$ cat src/rtl/flash_bus_arb.sv
// Shares one parallel NOR flash pin bundle among the erase (0), write (1) and read (2) engines.
// Round-robin grant, one-cycle launch pulse, registered pad mux, guard gap and watchdog abort.
//
// state | meaning
// IDLE  | pads parked, waiting for any request
// START | one-cycle eng_en pulse to the winner
// BUSY  | pads follow the owner, watchdog running
// GAP   | pads parked, guard time and wait for done to drop
// FAULT | owner held in reset, rst_f low
module flash_bus_arb #(
  parameter int unsigned WDOG_CYC = 5_000_000,
  parameter int unsigned GAP_CYC  = 8,
  parameter int unsigned RST_CYC  = 16
) (
  input  logic        clk,
  input  logic        rst_n,
  input  logic [2:0]  req,
  output logic [2:0]  eng_en,
  input  logic [2:0]  eng_done,
  output logic [2:0]  eng_rst_n,
  input  logic [74:0] eng_a,
  input  logic [47:0] eng_dq,
  input  logic [17:0] eng_ctl,
  output logic [24:0] A,
  output logic [15:0] dq_o,
  output logic        dqe,
  output logic        oe,
  output logic        ce,
  output logic        we,
  output logic        adv,
  output logic        rst_f,
  output logic        wp,
  output logic [2:0]  gnt,
  output logic        busy,
  output logic [2:0]  err
);

  typedef enum logic [2:0] {IDLE, START, BUSY, GAP, FAULT} state_t;

  // control bits are {rst_f, adv, we, ce, oe, dqe}
  localparam logic [5:0] CTL_PARK  = 6'b111110;
  localparam logic [5:0] CTL_FAULT = 6'b011110;

  state_t      state_q, state_d;
  logic [1:0]  owner_q, owner_d;
  logic [1:0]  last_q, last_d;
  logic [31:0] cnt_q, cnt_d;
  logic [2:0]  err_q, err_d;
  logic [24:0] a_q, a_d;
  logic [15:0] dq_q, dq_d;
  logic [5:0]  ctl_q, ctl_d;

  logic [1:0]  win;
  logic [2:0]  win_oh, own_oh;
  logic [24:0] sel_a;
  logic [15:0] sel_dq;
  logic [5:0]  sel_ctl;
  logic        done_w;

  always_comb begin
    win = 2'd0;
    case (last_q)
      2'd0:    win = req[1] ? 2'd1 : (req[2] ? 2'd2 : 2'd0);
      2'd1:    win = req[2] ? 2'd2 : (req[0] ? 2'd0 : 2'd1);
      default: win = req[0] ? 2'd0 : (req[1] ? 2'd1 : 2'd2);
    endcase
  end

  always_comb begin
    win_oh = 3'b001;
    case (win)
      2'd1:    win_oh = 3'b010;
      2'd2:    win_oh = 3'b100;
      default: win_oh = 3'b001;
    endcase
  end

  always_comb begin
    own_oh  = 3'b001;
    sel_a   = eng_a[24:0];
    sel_dq  = eng_dq[15:0];
    sel_ctl = eng_ctl[5:0];
    case (owner_q)
      2'd1: begin
        own_oh  = 3'b010;
        sel_a   = eng_a[49:25];
        sel_dq  = eng_dq[31:16];
        sel_ctl = eng_ctl[11:6];
      end
      2'd2: begin
        own_oh  = 3'b100;
        sel_a   = eng_a[74:50];
        sel_dq  = eng_dq[47:32];
        sel_ctl = eng_ctl[17:12];
      end
      default: ;
    endcase
  end

  assign done_w = |(eng_done & own_oh);

  // The watchdog is a down-counter loaded on launch and also decremented in
  // START, so terminal count in BUSY lands rst_f exactly WDOG_CYC after START.
  always_comb begin
    state_d = state_q;
    owner_d = owner_q;
    last_d  = last_q;
    cnt_d   = cnt_q;
    err_d   = err_q;
    case (state_q)
      IDLE: begin
        if (|req) begin
          state_d = START;
          owner_d = win;
          last_d  = win;
          err_d   = err_q & ~win_oh;
          cnt_d   = WDOG_CYC - 32'd1;
        end
      end
      START: begin
        state_d = BUSY;
        cnt_d   = cnt_q - 32'd1;
      end
      BUSY: begin
        if (done_w) begin
          state_d = GAP;
          cnt_d   = GAP_CYC - 32'd1;
        end else if (cnt_q == 32'd0) begin
          state_d = FAULT;
          cnt_d   = RST_CYC - 32'd1;
          err_d   = err_q | own_oh;
        end else begin
          cnt_d   = cnt_q - 32'd1;
        end
      end
      FAULT: begin
        if (cnt_q == 32'd0) begin
          state_d = GAP;
          cnt_d   = GAP_CYC - 32'd1;
        end else begin
          cnt_d   = cnt_q - 32'd1;
        end
      end
      GAP: begin
        if (cnt_q != 32'd0) begin
          cnt_d = cnt_q - 32'd1;
        end else if (!done_w) begin
          state_d = IDLE;
        end
      end
      default: state_d = IDLE;
    endcase
  end

  // Pads are loaded from the next state so that the done cycle never leaks
  // through and rst_f drops together with the engine reset.
  always_comb begin
    a_d   = '0;
    dq_d  = '0;
    ctl_d = CTL_PARK;
    if (state_d == FAULT) begin
      ctl_d = CTL_FAULT;
    end else if (state_d == BUSY) begin
      a_d   = sel_a;
      dq_d  = sel_dq;
      ctl_d = sel_ctl;
    end
  end

  always_ff @(posedge clk or negedge rst_n) begin
    if (!rst_n) begin
      state_q <= IDLE;
      owner_q <= 2'd0;
      last_q  <= 2'd2;
      cnt_q   <= '0;
      err_q   <= '0;
      a_q     <= '0;
      dq_q    <= '0;
      ctl_q   <= CTL_PARK;
    end else begin
      state_q <= state_d;
      owner_q <= owner_d;
      last_q  <= last_d;
      cnt_q   <= cnt_d;
      err_q   <= err_d;
      a_q     <= a_d;
      dq_q    <= dq_d;
      ctl_q   <= ctl_d;
    end
  end

  assign eng_en    = (state_q == START) ? own_oh : 3'b000;
  assign gnt       = (state_q == START || state_q == BUSY) ? own_oh : 3'b000;
  assign eng_rst_n = (state_q == FAULT) ? ~own_oh : 3'b111;
  assign busy      = (state_q != IDLE);
  assign err       = err_q;
  assign wp        = 1'b1;

  assign A     = a_q;
  assign dq_o  = dq_q;
  assign rst_f = ctl_q[5];
  assign adv   = ctl_q[4];
  assign we    = ctl_q[3];
  assign ce    = ctl_q[2];
  assign oe    = ctl_q[1];
  assign dqe   = ctl_q[0];

endmodule
$ cat config.mk
export PLATFORM = sky130hd
export DESIGN_NAME = flash_bus_arb
export DESIGN_NICKNAME = d
export VERILOG_FILES = /design/src/rtl/flash_bus_arb.sv
export SDC_FILE = /design/constraint.sdc
export NUM_CORES = 1
export LEC_CHECK = 0
export CAP_MARGIN = 20
export CORE_MARGIN = 2
export CORE_UTILIZATION = 25
export DETAILED_ROUTE_END_ITERATION = 6
export PLACE_DENSITY = 0.53
export SKIP_LAST_GASP = 1
export SYNTH_ARGS = -nofsm -noshare
export SYNTH_HDL_FRONTEND = slang
export SYNTH_SLANG_ARGS = --single-unit
$ cat constraint.sdc
create_clock -name clk -period 3.5 [get_ports clk]
set_input_delay 0.7 -clock clk [delete_from_list [all_inputs] [get_ports clk]]
set_output_delay 0.7 -clock clk [all_outputs]
set_load 0.02 [all_outputs]
==> metrics.yaml, run 1 <==
clock_tree:
  numCtsBuffers: 9
  post_cts_buffers: 0
  ctsHoldBuffers: 0
  clock-root-buffer: "clkbuf_16"
  htree_levels: 3
  cts_tree: "done"
  clkSinkCount: 88
  clk_latency_ns: 0.35
  clk_pin_slew_worst_paths_ns: 0.07
  clk_path_buf_depth: 2
  cts_resized: 0
timing:
  period_share_pct: 82.33
  grt_setup_unrepaired: "no"
  finalCriticalPeriod_ns: 2.882
  fmax_ghz: 0.3470
  fin_setup_tns_ns: 0
  fin_ws_ns: 0.6183
  tightest_slew_ns: 0.8984
  hold_violations: 0
  slew_violations: 0
  fin_worst_skew_ns: 0.01380
  max_slew_margin_pct: 40.11
  setup_viol: 0
die:
  start_util_pct: 25.39
  rows: 51
  die_w_um: 144.4
  core-area_mm2: 0.01940
  dieArea_mm2: 0.02084
  die_y_um: 144.4
  ios: 210
yosys:
  yosys-top-cells-count: "nor2_1 (121), dfrtp_1 (82), a21oi_1 (52)"
  synth_most_common_cell: "nor2_1"
  synth.avg_cell_area_um2: 8.625
  ys.flop_type: "dfrtp_1"
  synth_top_area_share_pct: 41.67
  yosys_warnings: 0
  postSynth.asyncResetShare_pct: 100.0
  yosysUniqueCellTypes: 54
  synth_top_area_cell: "dfrtp_1"
  ys_ff_latch: 88
  synth-seq-area-share_pct: 44.87
  netlist_top_cells_area: "dfrtp_1 (42%), nor2_1 (9.2%), a22oi_1 (7.3%), a21oi_1 (5.3%), o21ai_0 (3.5%)"
  synth_area_mm2: 0.004925
  netlist_instances: 571
  synth_edf_count: 0
  syn_nets: 727
power_and_ir_drop:
  ir_worst_vdd_uv: 225.6
  p_leak_nw: 3.123
  power_density_mw_per_mm2: 320.2
final_layout:
  nFillCells: 1987
  register_area_mm2: 0.002210
  multi_input_area_mm2: 0.002472
  area_delta_synth_final_pct: 53.05
  layout-drive-gt1-share_pct: 6.693
  fin_nets: 913
routing:
  post-route-drc-count: 0
  antenna_left: 0
  viasPerCell: 4.878
  vias: 5015
  first_iter_violations: 396
  wl_um: 18300
  drt_pass1_iterations: 6
  wl_per_cell_um: 17.80
critical_path:
  arrival_ns: 2.18
  cp_max_fo: 23
  required_ns: 2.80
  worstSetupPathType: "reg2out"
  end_kind: "primary output"
  startpoint_type: "flip-flop"
global_route:
  grt_first_pass_wirelength_um: 26420
  grt_overflow_total: 0
  grt_pass1_vias: 4727
  antenna_found_initial: 0
  grt_max_degree: 78
  grt_usage_pct: 16.59
placement:
  hpwl_um: 14000
  port_buffers: 208
  place.gp.congestion: 0.8296
  dp_slack_ns: 0.5176
run_status:
  status: "complete, no violations"
run:
  max-cap-violations: 0
worst_hold_path:
  hold_path.class: "in2async"
-- cell families (layout without fill, tap and decap cells) --
family          Yosys count  count (layout)  synth area share (%)
compound gates          186             186                 25.53
mux                       1               1                0.2033
buf+inv                  56             247                 5.234
fa+ha+maj                 7               7                 1.778
other cells               1               2               0.07615
flops                    88              88                 44.87
xor+xnor                  1               1                0.1779
simple gates            231             231                 22.13
-- routing by layer --
layer  wire [um]  GRT usage (%)  vias to the layer above
li1            -              -                     2449
met1        7955          22.14                     2428
met2        9494          27.86                      128
met3         651          2.914                       10
met4         197          4.241                        0
met5           0              0                        -
-- critical path: stages (launching register included) --
cell and delay (ns):
dfrtp_1 0.45, ha_4 0.47, and3_1 0.23, clkdlybuf4s50_1 0.66
-- path summary, 6_finish.rpt --
check,start,endpoint,slack (ns),cells after the start
min reg2reg,cnt_q[31],cnt_q[31],0.50,1
max reg2reg,owner_q[0],cnt_q[5],0.76,9
min,rst_n,cnt_q[10],0.48,1
min in group clk,cnt_q[31],cnt_q[31],0.50,1
max in group asynchronous,rst_n,cnt_q[21],2.30,2
max,owner_q[0],eng_en[0],0.62,3
-- cell type report --
type                       count  share of cell area, %
multi-input combinational    427                  32.80
sequential                    88                  29.32
timing repair buffer         220                  28.95
tap                          265                  4.399
clock buffer                  10                  3.038
clock inverter                 6                 0.9130
inverter                      11                 0.5478
antenna                        1                0.03320
-- per-stage QoR --
| step | cells | power, mW | hold slack [ns] | instance area [um2] | util [%] |
|---|---|---|---|---|---|
| finish | 1028 | 2.413 | 0.4823 | 7537 | 38.85 |
| global route | 1027 | 2.538 | 0.5114 | 7535 | 38.84 |
| CTS | 1027 | 2.455 | 0.4980 | 7535 | 38.84 |
| detailed placement | 1011 | 1.458 | 0.4773 | 7237 | 37.31 |
| global placement | 1011 | 1.458 | 0.4768 | 7237 | 37.31 |
| floorplan | 571 | 1.216 | 0.4044 | 4925 | - |
-- power breakdown --
part           internal [mW]  total (mW)  switching, mW
registers               1.02        1.02        0.00382
logic                  0.220       0.413          0.193
clock network          0.557       0.976          0.418
-- placed cells by master, fill, tap and decap left out, types with 3 or more instances in the layout --
cell | Yosys | layout
or2_2 | 4 | 4
nand2b_1 | 5 | 4
o31ai_1 | 4 | 4
ha_1 | 7 | 6
o2bb2ai_1 | 6 | 6
a211o_1 | 4 | 4
nand3_1 | 9 | 9
nor3_1 | 23 | 23
o211ai_1 | 3 | 3
and3_1 | 7 | 7
nand4_1 | 5 | 5
o21ai_0 | 34 | 34
nor4_1 | 10 | 10
buf_4 | 3 | 12
nor2_1 | 121 | 121
nand2_1 | 23 | 23
or4_1 | 4 | 4
clkdlybuf4s50_1 | 0 | 207
a21oi_1 | 52 | 52
inv_1 | 11 | 11
nor3b_1 | 3 | 3
clkbuf_16 | 0 | 9
dfrtp_1 | 82 | 82
or3_1 | 6 | 6
dfstp_2 | 6 | 6
a22oi_1 | 48 | 48
and2_1 | 4 | 4
a22o_1 | 18 | 18
-- registers in the layout, indices dropped and copies added, names as in the netlist --
signal	cells
cnt_q	32
err	3
A	25
last_q	1
state_q	3
owner_q	2
ctl_q	6
dq_o	16
(Power assumes the default switching activity.)
==> inputs of run 2 (changes only) <==
clock period = 2.9 ns   (was 3.5 ns; I/O delays follow)
==> metrics.yaml, run 2 (synthesized netlist as in run 1, its figures left out) <==
critical_path:
  worstSetupPathType: "reg2out"
  r2r_slack_ns: 0.26  # -0.50 ns
  arrival_ns: 2.16  # -0.02 ns
  crit_path_max_incr_delay_ns: 0.61  # -0.05 ns
  cp_num_buf_inv: 2  # +1
  cpMaxStageDelayCell: "clkdlybuf4s50_1"
  end_kind: "primary output"
  startpoint_type: "flip-flop"
  cp_max_fo: 20  # -13%
  worstPathCellList: "ha_4, buf_4, and2_1, clkdlybuf4s50_1"
  required_ns: 2.32  # -0.48 ns
  path_delay_family: "buffers and inverters"
timing:
  hold_violations: 0  # unchanged
  finalCriticalPeriod_ns: 2.739
  grt_setup_unrepaired: "no"
  tightest_slew_ns: 0.6849  # -0.2135 ns
  slew_violations: 0  # unchanged
  setup_viol: 0  # unchanged
  fin_setup_tns_ns: 0  # unchanged
  fin_worst_skew_ns: 0.005664  # -0.008134 ns
  fin_ws_ns: 0.1611  # -0.4572 ns
  timing.hold.ws_ns: 0.2453  # -0.2370 ns
  max_slew_margin_pct: 54.34  # +14 points
  period_share_pct: 94.45
  fmax_ghz: 0.3651
die:
  ios: 210  # unchanged
  die_y_um: 144.4  # unchanged
  core-area_mm2: 0.01940  # unchanged
  die_w_um: 144.4  # unchanged
  start_util_pct: 25.39  # unchanged
  dieArea_mm2: 0.02084  # unchanged
  rows: 51  # unchanged
final_layout:
  multi_input_area_mm2: 0.002472  # unchanged
  largest_reg_flops: 32  # unchanged
  fin_nets: 922  # +0.99%
  layout-drive-gt1-share_pct: 7.782  # +1.1 points
  regMostFlops: "cnt_q"
  nFillCells: 1989  # +0.10%
  antennaDiodeCount: 0  # -1
  register_area_mm2: 0.002210  # unchanged
  final_common_cell: "clkdlybuf4s50_1"
  final_cell_mix: "clkdlybuf4s50_1 (206), nor2_1 (121), dfrtp_1 (82)"
  final_area_mm2: 0.007615  # +1.0%
  area_delta_synth_final_pct: 54.62
routing:
  antenna_left: 0  # unchanged
  drt_pass1_iterations: 5  # -1
  wl_um: 18310  # about the same
  wl_per_cell_um: 17.67  # -0.73%
  post-route-drc-count: 0  # unchanged
  viasPerCell: 4.935  # +1.2%
  vias: 5113  # +2.0%
  first_iter_violations: 288  # -27%
clock_tree:
  clkSinkCount: 88  # unchanged
  clock-root-buffer: "clkbuf_16"
  clk_pin_slew_worst_paths_ns: 0.07  # about the same
  cts_tree: "done"
  htree_levels: 3  # unchanged
  post_cts_buffers: 0  # unchanged
  clk_latency_ns: 0.35  # about the same
  clk_path_buf_depth: 2  # unchanged
  numCtsBuffers: 9  # unchanged
global_route:
  grt_first_pass_wirelength_um: 27080  # +2.5%
  grt_usage_pct: 16.99  # +0.40 points
  grt_max_degree: 77  # -1.3%
  grt_pass1_vias: 4942  # +4.5%
  antenna_found_initial: 0  # unchanged
  grt_overflow_total: 0  # unchanged
power_and_ir_drop:
  p_leak_nw: 3.192  # +2.2%
  ir_worst_vdd_uv: 266.0  # +18%
  power_density_mw_per_mm2: 376.3  # +18%
worst_hold_path:
  hold_path.class: "in2async"
placement:
  dp_slack_ns: 0.05796  # -0.4596 ns
  dpl_cell_area_mm2: 0.007330  # +1.3%
  hpwl_um: 14100  # +0.76%
  port_buffers: 208  # unchanged
  place.gp.congestion: 0.8628  # +4.0%
run:
  max-cap-violations: 0  # unchanged
run_status:
  status: "complete, no violations"
## run 2: worst paths after layout
path	startpoint	to	depth (start not counted)
max	owner_q[0]	gnt[0]	4
min	rst_n	cnt_q[8]	1
max reg2reg	owner_q[0]	cnt_q[5]	9
min reg2reg	cnt_q[31]	cnt_q[31]	1
max in group asynchronous	rst_n	ctl_q[1]	2
min in group clk	cnt_q[31]	cnt_q[31]	1
## run 2: area by class of cell
| type | count | share of cell area, % |
|---|---|---|
| Clock buffer | 11 | 3.188 |
| Tap cell | 265 | 4.354 |
| Sequential cell | 88 | 29.02 |
| Clock inverter | 5 | 0.5258 |
| Inverter | 11 | 0.5422 |
| Timing Repair Buffer | 229 | 29.90 |
| Multi-Input combinational cell | 427 | 32.47 |
## run 2: stage by stage
step                      std cells  util, %  total power [mW]
final                          1036    39.25             2.866
after global routing           1036    39.25             3.012
after CTS                      1036    39.24             2.908
after detailed placement       1020    37.78             1.765
after global placement         1020    37.78             1.764
after floorplan                 571        -             1.468
## run 2: layer usage
layer  global-route usage, %  routed length (um)
met1                   22.41                7819
met2                   28.24                9289
met3                   3.974                 979
met4                   4.088                 217
met5                       0                   0
## run 2: timing repair
action,4_1_cts,5_1_grt
hold endpoints to repair,0,0
setup endpoints to repair,0,1
gates resized for setup,0,1
hold buffers,0,0
## run 2: report_power, final
| part | internal (mW) | switching (mW) |
|---|---|---|
| combinational | 0.271 | 0.236 |
| clock | 0.613 | 0.510 |
| sequential | 1.23 | 0.00468 |
| total | 2.11 | 0.751 |
==> inputs of run 3 (changes only) <==
CELL_PAD_IN_SITES_DETAIL_PLACEMENT = 0   (was not set)
CELL_PAD_IN_SITES_GLOBAL_PLACEMENT = 1   (was not set)
PLACE_DENSITY = 0.69   (was 0.53)
==> metrics.yaml, run 3 (synthesized netlist as in run 1, its figures left out) <==
die:
  ios: 210  # unchanged
  die_y_um: 144.4  # unchanged
  rows: 51  # unchanged
  core-area_mm2: 0.01940  # unchanged
  start_util_pct: 25.39  # unchanged
  die_w_um: 144.4  # unchanged
  dieArea_mm2: 0.02084  # unchanged
timing:
  fin_worst_skew_ns: 0.01267  # +0.007006 ns
  slew_violations: 0  # unchanged
  hold_violations: 0  # unchanged
  fmax_ghz: 0.3593  # -1.6%
  setup_viol: 0  # unchanged
  fin_setup_tns_ns: 0  # unchanged
  finalCriticalPeriod_ns: 2.783  # +0.04424 ns
  max_slew_margin_pct: 50.30  # -4.0 points
  period_share_pct: 95.97  # +1.5 points
  timing.hold.ws_ns: 0.2526  # +0.007322 ns
  grt_setup_unrepaired: "no"
  tightest_slew_ns: 0.7454  # +0.06056 ns
routing:
  vias: 5064  # -0.96%
  wl_um: 18140  # -0.90%
  antenna_left: 0  # unchanged
  drt_pass1_iterations: 5  # unchanged
  post-route-drc-count: 0  # unchanged
  wl_per_cell_um: 17.48  # -1.1%
  viasPerCell: 4.879  # -1.1%
  first_iter_violations: 271  # -5.9%
clock_tree:
  post_cts_buffers: 0  # unchanged
  clk_pin_slew_worst_paths_ns: 0.07  # about the same
  clk_latency_ns: 0.35  # about the same
  clkSinkCount: 88  # unchanged
  htree_levels: 3  # unchanged
  cts_tree: "done"
  ctsHoldBuffers: 0  # unchanged
  cts_resized: 0  # unchanged
  clock-root-buffer: "clkbuf_16"
  clk_path_buf_depth: 2  # unchanged
  numCtsBuffers: 9  # unchanged
final_layout:
  layout-drive-gt1-share_pct: 8.409  # +0.63 points
  fin_nets: 924  # +0.22%
  area_delta_synth_final_pct: 55.67
  final_cell_mix: "clkdlybuf4s50_1 (207), nor2_1 (121), dfrtp_1 (82)"
  nFillCells: 1959  # -1.5%
  antennaDiodeCount: 0  # unchanged
  regMostFlops: "cnt_q"
  largest_reg_flops: 32  # unchanged
  final_common_cell: "clkdlybuf4s50_1"
power_and_ir_drop:
  p_leak_nw: 3.192  # about the same
  ir_worst_vdd_uv: 278.6  # +4.7%
  switching_power_mw: 0.7755  # +3.3%
  power_density_mw_per_mm2: 396.9  # +5.5%
  internal-power_mw: 2.268  # +7.2%
  clock_power_share_pct: 42.8  # +3.6 points
  p_comb_share_pct: 16.6  # -1.1 points
  p_sw_share_pct: 25.48  # -0.72 points
  pwr-share-seq_pct: 40.6  # -2.5 points
run_status:
  status: "complete, no violations"
worst_hold_path:
  hold_path.class: "in2async"
critical_path:
  worstPathCellList: "ha_4, buf_4, and3_1, clkdlybuf4s50_1"
  startpoint_type: "flip-flop"
  cpMaxStageDelayCell: "clkdlybuf4s50_1"
  end_kind: "primary output"
  arrival_ns: 2.20  # +0.04 ns
  required_ns: 2.32  # about the same
  worstSetupPathType: "reg2out"
  cp_max_fo: 20  # unchanged
  crit_path_max_incr_delay_ns: 0.66  # +0.05 ns
placement:
  port_buffers: 208  # unchanged
  hpwl_um: 14030  # -0.52%
  place.gp.congestion: 0.8537  # -1.1%
global_route:
  grt_first_pass_wirelength_um: 26850  # -0.84%
  antenna_found_initial: 0  # unchanged
  grt_overflow_total: 0  # unchanged
  grt_pass1_vias: 4896  # -0.93%
  grt_usage_pct: 16.89  # -0.10 points
  grt_max_degree: 79  # +2.6%
run:
  max-cap-violations: 0  # unchanged
-- run 3: final timing paths --
check,start,to,slack (ns),cells after the start
max,owner_q[0],eng_en[0],0.12,4
min,rst_n,cnt_q[7],0.25,1
max reg2reg,cnt_q[15],ctl_q[4],0.34,7
min reg2reg,cnt_q[31],cnt_q[31],0.50,1
max in group asynchronous,rst_n,ctl_q[1],1.93,2
min in group clk,cnt_q[31],cnt_q[31],0.50,1
-- run 3: power by group through the flow --
stage	Sequential, mW	Clock (mW)	Combinational (mW)
after floorplan	1.26	0	0.210
after global placement	1.26	0	0.502
after detailed placement	1.26	0	0.504
after CTS	1.24	1.33	0.507
after global routing	1.24	1.40	0.552
final	1.24	1.30	0.505
-- run 3: worst max-delay path, delay by kind of cell (launching register included) --
family | cells | cell delay [ns]
buffers and inverters | 2 | 0.89
DFF | 1 | 0.45
adders and majority gates | 1 | 0.33
and+or+nand+nor | 1 | 0.19
-- run 3: layout make-up --
cell class / instances / area, um2 / area share, %
multi-input cells: 427 / 2480 / 32.35
repair buffers: 231 / 2277 / 29.70
flip-flops and latches: 88 / 2210 / 28.82
well taps: 265 / 331.6 / 4.325
clock buffers: 9 / 225.2 / 2.938
clock inverters: 7 / 101.3 / 1.322
inverters: 11 / 41.29 / 0.5386
-- run 3: stage by stage --
step	cell area [um2]	cells	setup slack [ns]	power [mW]	util, %
2_1_floorplan	4925	571	0.4105	1.468	-
3_3_place_gp	7335	1022	-0.002276	1.761	37.81
3_5_place_dp	7335	1022	-0.002079	1.763	37.81
4_1_cts	7661	1038	0.04985	3.077	39.49
5_1_grt	7666	1038	0.005411	3.183	39.52
6_report	7666	1038	0.1168	3.043	39.52
-- run 3: metal layers --
| metal | routed length [um] | GRT usage (%) | vias up |
|---|---|---|---|
| met1 | 7702 | 21.88 | 2464 |
| met5 | 0 | 0 | - |
| li1 | - | - | 2468 |
| met4 | 274 | 5.468 | 0 |
| met3 | 880 | 3.874 | 16 |
| met2 | 9283 | 27.91 | 116 |
